**src/rtl/multi_channel_strobe_counter_if.sv**
```systemverilog
// Bundle of per-channel tick, configuration and status signals for the
// multi-channel strobe counter.
interface multi_channel_strobe_counter_if #(
  parameter int CHANNELS = 4,
  parameter int WIDTH    = 16
);
  localparam int CH_BITS = (CHANNELS > 1) ? $clog2(CHANNELS) : 1;

  logic [CHANNELS-1:0] enable;
  logic [CHANNELS-1:0] rearm;
  logic                cfg_we;
  logic [CH_BITS-1:0]  cfg_ch;
  logic [WIDTH-1:0]    cfg_period;
  logic                cfg_oneshot;
  logic [CHANNELS-1:0] pend_clr;
  logic [CHANNELS-1:0] strobe;
  logic [CHANNELS-1:0] armed;
  logic [CHANNELS-1:0] pending;
  logic                irq;

  modport master (
    output enable, rearm, cfg_we, cfg_ch, cfg_period, cfg_oneshot, pend_clr,
    input  strobe, armed, pending, irq
  );

  modport slave (
    input  enable, rearm, cfg_we, cfg_ch, cfg_period, cfg_oneshot, pend_clr,
    output strobe, armed, pending, irq
  );
endinterface

```
**src/rtl/multi_channel_strobe_counter.sv**
```systemverilog
// CHANNELS independent tick counters with programmable period, one-shot or
// periodic mode, rearm, sticky pending flags and a registered irq.
module multi_channel_strobe_counter #(
  parameter int CHANNELS = 4,
  parameter int WIDTH    = 16
) (
  input  logic clk,
  input  logic rst,
  multi_channel_strobe_counter_if.slave bus
);
  localparam logic [WIDTH-1:0] ONE = WIDTH'(1);

  logic [WIDTH-1:0]    count_q  [CHANNELS];
  logic [WIDTH-1:0]    count_d  [CHANNELS];
  logic [WIDTH-1:0]    period_q [CHANNELS];
  logic [WIDTH-1:0]    period_d [CHANNELS];
  logic [CHANNELS-1:0] oneshot_q, oneshot_d;
  logic [CHANNELS-1:0] armed_q, armed_d;
  logic [CHANNELS-1:0] strobe_q, strobe_d;
  logic [CHANNELS-1:0] pending_q, pending_d;
  logic [CHANNELS-1:0] cfg_sel;
  logic                irq_q;

  // Priority per channel: cfg write > rearm > enable; the loser's tick is dropped.
  always_comb begin
    for (int i = 0; i < CHANNELS; i++) begin
      cfg_sel[i]   = bus.cfg_we && (int'(bus.cfg_ch) == i);
      count_d[i]   = count_q[i];
      period_d[i]  = period_q[i];
      oneshot_d[i] = oneshot_q[i];
      armed_d[i]   = armed_q[i];
      strobe_d[i]  = 1'b0;
      if (cfg_sel[i]) begin
        period_d[i]  = bus.cfg_period;
        oneshot_d[i] = bus.cfg_oneshot;
        count_d[i]   = ONE;
        armed_d[i]   = 1'b1;
      end else if (bus.rearm[i]) begin
        count_d[i] = ONE;
        armed_d[i] = 1'b1;
      end else if (armed_q[i] && bus.enable[i] && (period_q[i] != '0)) begin
        if (count_q[i] == period_q[i]) begin
          strobe_d[i] = 1'b1;
          count_d[i]  = ONE;
          if (oneshot_q[i]) armed_d[i] = 1'b0;
        end else begin
          count_d[i] = count_q[i] + ONE;
        end
      end
      pending_d[i] = strobe_d[i] | (pending_q[i] & ~bus.pend_clr[i]);
    end
  end

  always_ff @(posedge clk) begin
    if (rst) begin
      for (int i = 0; i < CHANNELS; i++) begin
        count_q[i]  <= ONE;
        period_q[i] <= '0;
      end
      oneshot_q <= '0;
      armed_q   <= '0;
      strobe_q  <= '0;
      pending_q <= '0;
      irq_q     <= 1'b0;
    end else begin
      for (int i = 0; i < CHANNELS; i++) begin
        count_q[i]  <= count_d[i];
        period_q[i] <= period_d[i];
      end
      oneshot_q <= oneshot_d;
      armed_q   <= armed_d;
      strobe_q  <= strobe_d;
      pending_q <= pending_d;
      irq_q     <= |pending_q;
    end
  end

  assign bus.strobe  = strobe_q;
  assign bus.armed   = armed_q;
  assign bus.pending = pending_q;
  assign bus.irq     = irq_q;
endmodule

```
**src/flat_wrapper.sv**
```systemverilog
// flat-port wrapper written by rule: the top's interface ports become plain ports
module multi_channel_strobe_counter_flat 
#(
  parameter int CHANNELS = 4,
  parameter int WIDTH    = 16
)
  (clk, rst, bus_enable, bus_rearm, bus_cfg_we, bus_cfg_ch, bus_cfg_period, bus_cfg_oneshot, bus_pend_clr, bus_strobe, bus_armed, bus_pending, bus_irq);
  multi_channel_strobe_counter_if #(.CHANNELS(CHANNELS), .WIDTH(WIDTH)) bus_i ();
  input  logic clk;
  input  logic rst;
  input wire logic [$bits(bus_i.enable)-1:0] bus_enable;
  input wire logic [$bits(bus_i.rearm)-1:0] bus_rearm;
  input wire logic [$bits(bus_i.cfg_we)-1:0] bus_cfg_we;
  input wire logic [$bits(bus_i.cfg_ch)-1:0] bus_cfg_ch;
  input wire logic [$bits(bus_i.cfg_period)-1:0] bus_cfg_period;
  input wire logic [$bits(bus_i.cfg_oneshot)-1:0] bus_cfg_oneshot;
  input wire logic [$bits(bus_i.pend_clr)-1:0] bus_pend_clr;
  output wire logic [$bits(bus_i.strobe)-1:0] bus_strobe;
  output wire logic [$bits(bus_i.armed)-1:0] bus_armed;
  output wire logic [$bits(bus_i.pending)-1:0] bus_pending;
  output wire logic [$bits(bus_i.irq)-1:0] bus_irq;
  assign bus_i.enable = bus_enable;
  assign bus_i.rearm = bus_rearm;
  assign bus_i.cfg_we = bus_cfg_we;
  assign bus_i.cfg_ch = bus_cfg_ch;
  assign bus_i.cfg_period = bus_cfg_period;
  assign bus_i.cfg_oneshot = bus_cfg_oneshot;
  assign bus_i.pend_clr = bus_pend_clr;
  assign bus_strobe = bus_i.strobe;
  assign bus_armed = bus_i.armed;
  assign bus_pending = bus_i.pending;
  assign bus_irq = bus_i.irq;
  multi_channel_strobe_counter #(.CHANNELS(CHANNELS), .WIDTH(WIDTH)) u_core (.clk(clk), .rst(rst), .bus(bus_i));
endmodule
```
**config.mk**
```make
export PLATFORM = sky130hd
export DESIGN_NAME = multi_channel_strobe_counter_flat
export DESIGN_NICKNAME = d
export VERILOG_FILES = /design/src/rtl/multi_channel_strobe_counter_if.sv /design/src/rtl/multi_channel_strobe_counter.sv /design/src/flat_wrapper.sv
export SDC_FILE = /design/constraint.sdc
export NUM_CORES = 1
export LEC_CHECK = 0
export CORE_MARGIN = 1
export CORE_UTILIZATION = 55
export CTS_BUF_LIST = sky130_fd_sc_hd__clkbuf_2
export DETAILED_ROUTE_END_ITERATION = 8
export GPL_TIMING_DRIVEN = 0
export PLACE_DENSITY = 0.73
export SLEW_MARGIN = 20
export SYNTH_ARGS = -nofsm -noshare
export SYNTH_HDL_FRONTEND = slang
export SYNTH_SLANG_ARGS = --single-unit
```
**constraint.sdc**
```tcl
create_clock -name clk -period 2.9 [get_ports clk]
set_input_delay 0.58 -clock clk [delete_from_list [all_inputs] [get_ports clk]]
set_output_delay 0.58 -clock clk [all_outputs]
set_load 0.03 [all_outputs]
```
# After elaboration in Yosys (flattened, before gate mapping)
# Memory sizes are Yosys's and may differ from the RTL's.
# Cells that the tools add are included.
# word_totals
input_bits	34
ramBits	128
output_inout_bits	13
register_bits	17
wordCells	145
n_memories	2
# classes
add_sub_neg	4
n_eq_ne	7
mux	67
bitwise_logic	20
n_reduce_logical	34
# mem_list
memory	words	width	read_ports	rd_clocked_by_memory_dff	wr	line_no	rtl
u_core.count_q	4	16	4	0	4	multi_channel_strobe_counter.sv:13	logic [WIDTH-1:0] count_q [CHANNELS];
u_core.period_q	4	16	4	0	4	multi_channel_strobe_counter.sv:15	logic [WIDTH-1:0] period_q [CHANNELS];
# op_table
cell	count
$mux 16	28
$add 16x1->16 const B	4
$eq 16x16->1	4
$reduce_bool 16->1	4
$mux 1	39
$reduce_bool 3->1	12
$logic_and 1x1->1	12
$or 1x1->1	12
$reduce_and 3->1	4
$and 1x1->1	4
$eq 2x2->1 const B	2
$not 1->1	4
$reduce_or 4->1	1
$eq 2x1->1 const B	1
$logic_not 2->1	1

# Depth between registers and ports, before layout
# logic_depth
word_depth	6
mapped_depth	7
depth_no_buf	6

# Worst setup path after synthesis
# Ideal clock, no wire load.
# synth_path
path_kind	input port to flip-flop
startpoint	in bus_enable[2]
endpoint	mem u_core.count_q[2][10]
cell_stages	7
setup_ns	0.115
path_buffers	2
path_slack_ns	1.034
arrival_time_ns	1.751
required_time_ns	2.785
cell_sequence	nand2_1 > a41o_1 > buf_6 > or3_4 > o21ai_4 > buf_6 > nor2_2
# synth_rtl
item	line_no	rtl
start, declared	flat_wrapper.sv:11	input wire logic [$bits(bus_i.enable)-1:0] bus_enable;
end, declared	multi_channel_strobe_counter.sv:13	

# Final worst setup path
# layout_path
startpoint	reg u_core.pending_q[1], in the netlist u_core.bus.pending[1]
endpoint	out bus_pending[1]
# layout_rtl
item	line_no	rtl
start, declared	multi_channel_strobe_counter.sv:20	logic [CHANNELS-1:0] pending_q, pending_d;
start signal, assigned	multi_channel_strobe_counter.sv:73	pending_q <= pending_d;
end, declared	flat_wrapper.sv:20	output wire logic [$bits(bus_i.pending)-1:0] bus_pending;
# No word-level cell between the ends.

==> impl_metrics.py <==
metrics = {
    "run_status": {
        "outcome": "finished, final reports clean",
    },
    "sta": {
        "fin_crit_ps": 2520,
        "rsz0062_at_grt": "no",
        "max_freq_mhz": 397,
        "worst_slew_pin_slew_ps": 570,
        "setup_viol": 0,
        "hold_viol": 0,
        "totalNegativeSetupSlack_ps": 0,
        "fin_worst_skew_ps": 25.6,
        "worst_hold_slack_ps": 427,
        "post-route-period-util_pct": 86.8,
        "slew_headroom_pct": 61.7,
        "slew_violations": 0,
    },
    "finish": {
        "layout-drive-gt1-share_pct": 6.73,
        "diodes": 0,
        "fin_nets": 902,
        "final_cells": 1020,
        "area_growth_pct": 14.4,
    },
    "worst_setup_path": {
        "rr_endpoint": "u_core.count_q[3][5]",
        "slowest_delay_ps": 720,
        "crit_chain": "clkdlybuf4s50_1",
        "timing.rr.start": "u_core.count_q[3][7]",
        "cpMaxStageDelayCell": "clkdlybuf4s50_1",
        "crit_type": "register to output port",
        "endpoint_kind": "output port",
        "crit_arrival_ps": 1940,
        "cp.required_ps": 2320,
        "r2r_slack_ps": 920,
        "path_max_fanout": 3,
        "crit_buf_inv": 1,
        "rr_worst_depth": 6,
        "cp_top_family": "buffers and inverters",
        "startpoint": "u_core.bus.pending[1]",
        "startpoint_type": "register",
    },
    "synth": {
        "seq_area_frac_synth_pct": 43.3,
        "synth_nets": 838,
        "synth_area_sq_um": 6710,
        "synth_cell_types": 44,
        "async_flop_share_pct": 0,
        "synthTopCellsByCount": "nand2_1, dfxtp_1, xor2_1",
        "synth_edf_count": 0,
        "ys_ff_latch": 145,
        "synth_cells": 800,
        "synth_area_per_cell_sq_um": 8.38,
        "synth_top_area_share_pct": 43.3,
        "yosysTopAreaCell": "dfxtp_1",
        "ys.warnings.count": 0,
        "synth_most_common_cell": "nand2_1",
        "synth_ff_type": "dfxtp_1",
        "synth.area.top_cells": "dfxtp_1, xor2_1, nand2_1, a21oi_1, xnor2_1",
    },
    "power_and_ir_drop": {
        "intPower_mw": 3.00,
        "pwr-share-clk_pct": 38.7,
        "swShare_pct": 24.5,
        "cellLeakagePower_nw": 2.81,
        "pwr-share-seq_pct": 52.3,
        "ir_drop_uv": 497,
        "comb_power_share_pct": 9.0,
        "switching_power_uw": 974,
        "powerDensity_nw_per_um2": 518,
    },
    "clocking": {
        "post_cts_buffers": 0,
        "clk-insertion-delay-late_ps": 740,
        "clock-sinks": 145,
        "cts.clk_slew.worst_paths_ps": 180,
        "cts_made_buffers": 17,
        "h-tree-depth": 4,
        "cts_tree": "yes",
        "cts_buffer_depth": 2,
        "cts_resized": 0,
        "cts-root-buf": "clkbuf_2",
        "cts_hold_buf": 0,
    },
    "route": {
        "vias_per_cell": 5.69,
        "wl_per_cell_um": 16.1,
        "wl_um": 16500,
        "drt-initial-drc-count": 510,
        "vias": 5808,
        "antenna_left": 0,
        "drc_errors": 0,
        "wl_met2_um": 7900,
        "wl_met3_um": 912,
        "top_layer": "met4",
        "drt-met1-wl_um": 7320,
        "firstDrtPassIters": 6,
    },
    "floorplanning": {
        "die_h_um": 112,
        "initial_utilization_pct": 57.5,
        "io_pins": 47,
        "num_rows": 39,
        "core_sq_um": 11700,
        "die_w_um": 112,
        "dieArea_sq_um": 12600,
    },
    "grt": {
        "grt_max_degree": 17,
        "grt_pass1_wl_um": 27300,
        "grt_use_total_pct": 27.5,
        "grt_pass1_vias": 5508,
        "globalRouteOverflowTotal": 0,
        "grt_antenna_before_repair": 0,
    },
    "placed_design": {
        "dp.cells": 988,
        "io_buffers": 45,
        "gp_congestion": 0.870,
        "dp_hpwl_um": 12000,
    },
    "job": {
        "maxCapViolations": 0,
    },
    "worst_hold_path": {
        "worstHoldPathCells": 2,
        "min_to": "u_core.bus.pending[1]",
        "hold_path.class": "input port to register",
        "worstHoldStart": "bus_pend_clr[1]",
    },
}
placed cells by master (no fill, tap or decap), drive strengths merged, types with 6 or more instances in the layout:
cell           count
nand2            172
dfxtp            145
xor2              82
nor2              73
a21oi             72
clkbuf            46
clkdlybuf4s50     45
xnor2             41
nor4              37
nand4             25
nand3             21
nor3              21
and3              17
buf               10
and4               7
bufinv             7
inv                6
cell type report:
class,instances,area [sq um]
tap,143,179
clock inverter,13,239
inverter,6,22.5
sequential,145,2900
clock buffer,19,95.1
multi-input combinational,612,3610
buffer,37,168
fill,1023,3990
timing repair buffer,45,450
through the flow:
step	power, mW	cell area, sq um	utilization [%]	setup slack [ps]
after global placement	2.46	7340	62.9	148
after CTS	3.98	7670	65.8	381
final	3.97	7670	65.8	382
after global routing	4.12	7670	65.8	296
after detailed placement	2.47	7340	62.9	51.1
after floorplan	2.33	6710	-	1030
logic make-up (layout without fill, tap and decap cells):
family | Yosys count | after routing | share of synthesized area (%)
simple gates | 393 | 393 | 28.6
xor+xnor | 123 | 123 | 16.1
mux | 2 | 2 | 0.299
buf+inv | 43 | 120 | 2.84
compound gates | 90 | 90 | 8.19
fa+ha+maj | 4 | 4 | 0.746
flops | 145 | 145 | 43.3
per-layer routing:
layer	global-route usage (%)	vias up
met5	0	-
met4	10.6	0
met3	6.37	29
met2	45.4	178
met1	34.9	2738
li1	-	2863
power by group through the flow:
stage	registers [mW]	clock network, mW	logic, mW
floorplan	2.12	0	0.212
global placement	2.12	0	0.346
detailed placement	2.12	0	0.355
CTS	2.08	1.54	0.357
global route	2.09	1.64	0.393
finish	2.08	1.54	0.359
sequential cells by signal, summed over array words and instances, names as in the netlist:
register            count
u_core.bus.irq          1
u_core.bus.strobe       4
u_core.bus.armed        4
u_core.oneshot_q        4
u_core.period_q        64
u_core.bus.pending      4
u_core.count_q         64
how the worst max path moves through the flow:
| stage | to | slack (ps) | depth (start not counted) |
|---|---|---|---|
| final | bus_pending[1] | 380 | 1 |
| after global routing | bus_pending[1] | 300 | 1 |
| after CTS | bus_pending[1] | 380 | 1 |
| after detailed placement | u_core.period_q[3][9] | 50 | 5 |
| after global placement | u_core.period_q[3][9] | 150 | 5 |
| after floorplan | u_core.count_q[2][10] | 1030 | 7 |
Note: power is estimated with default switching activity, not from simulation.
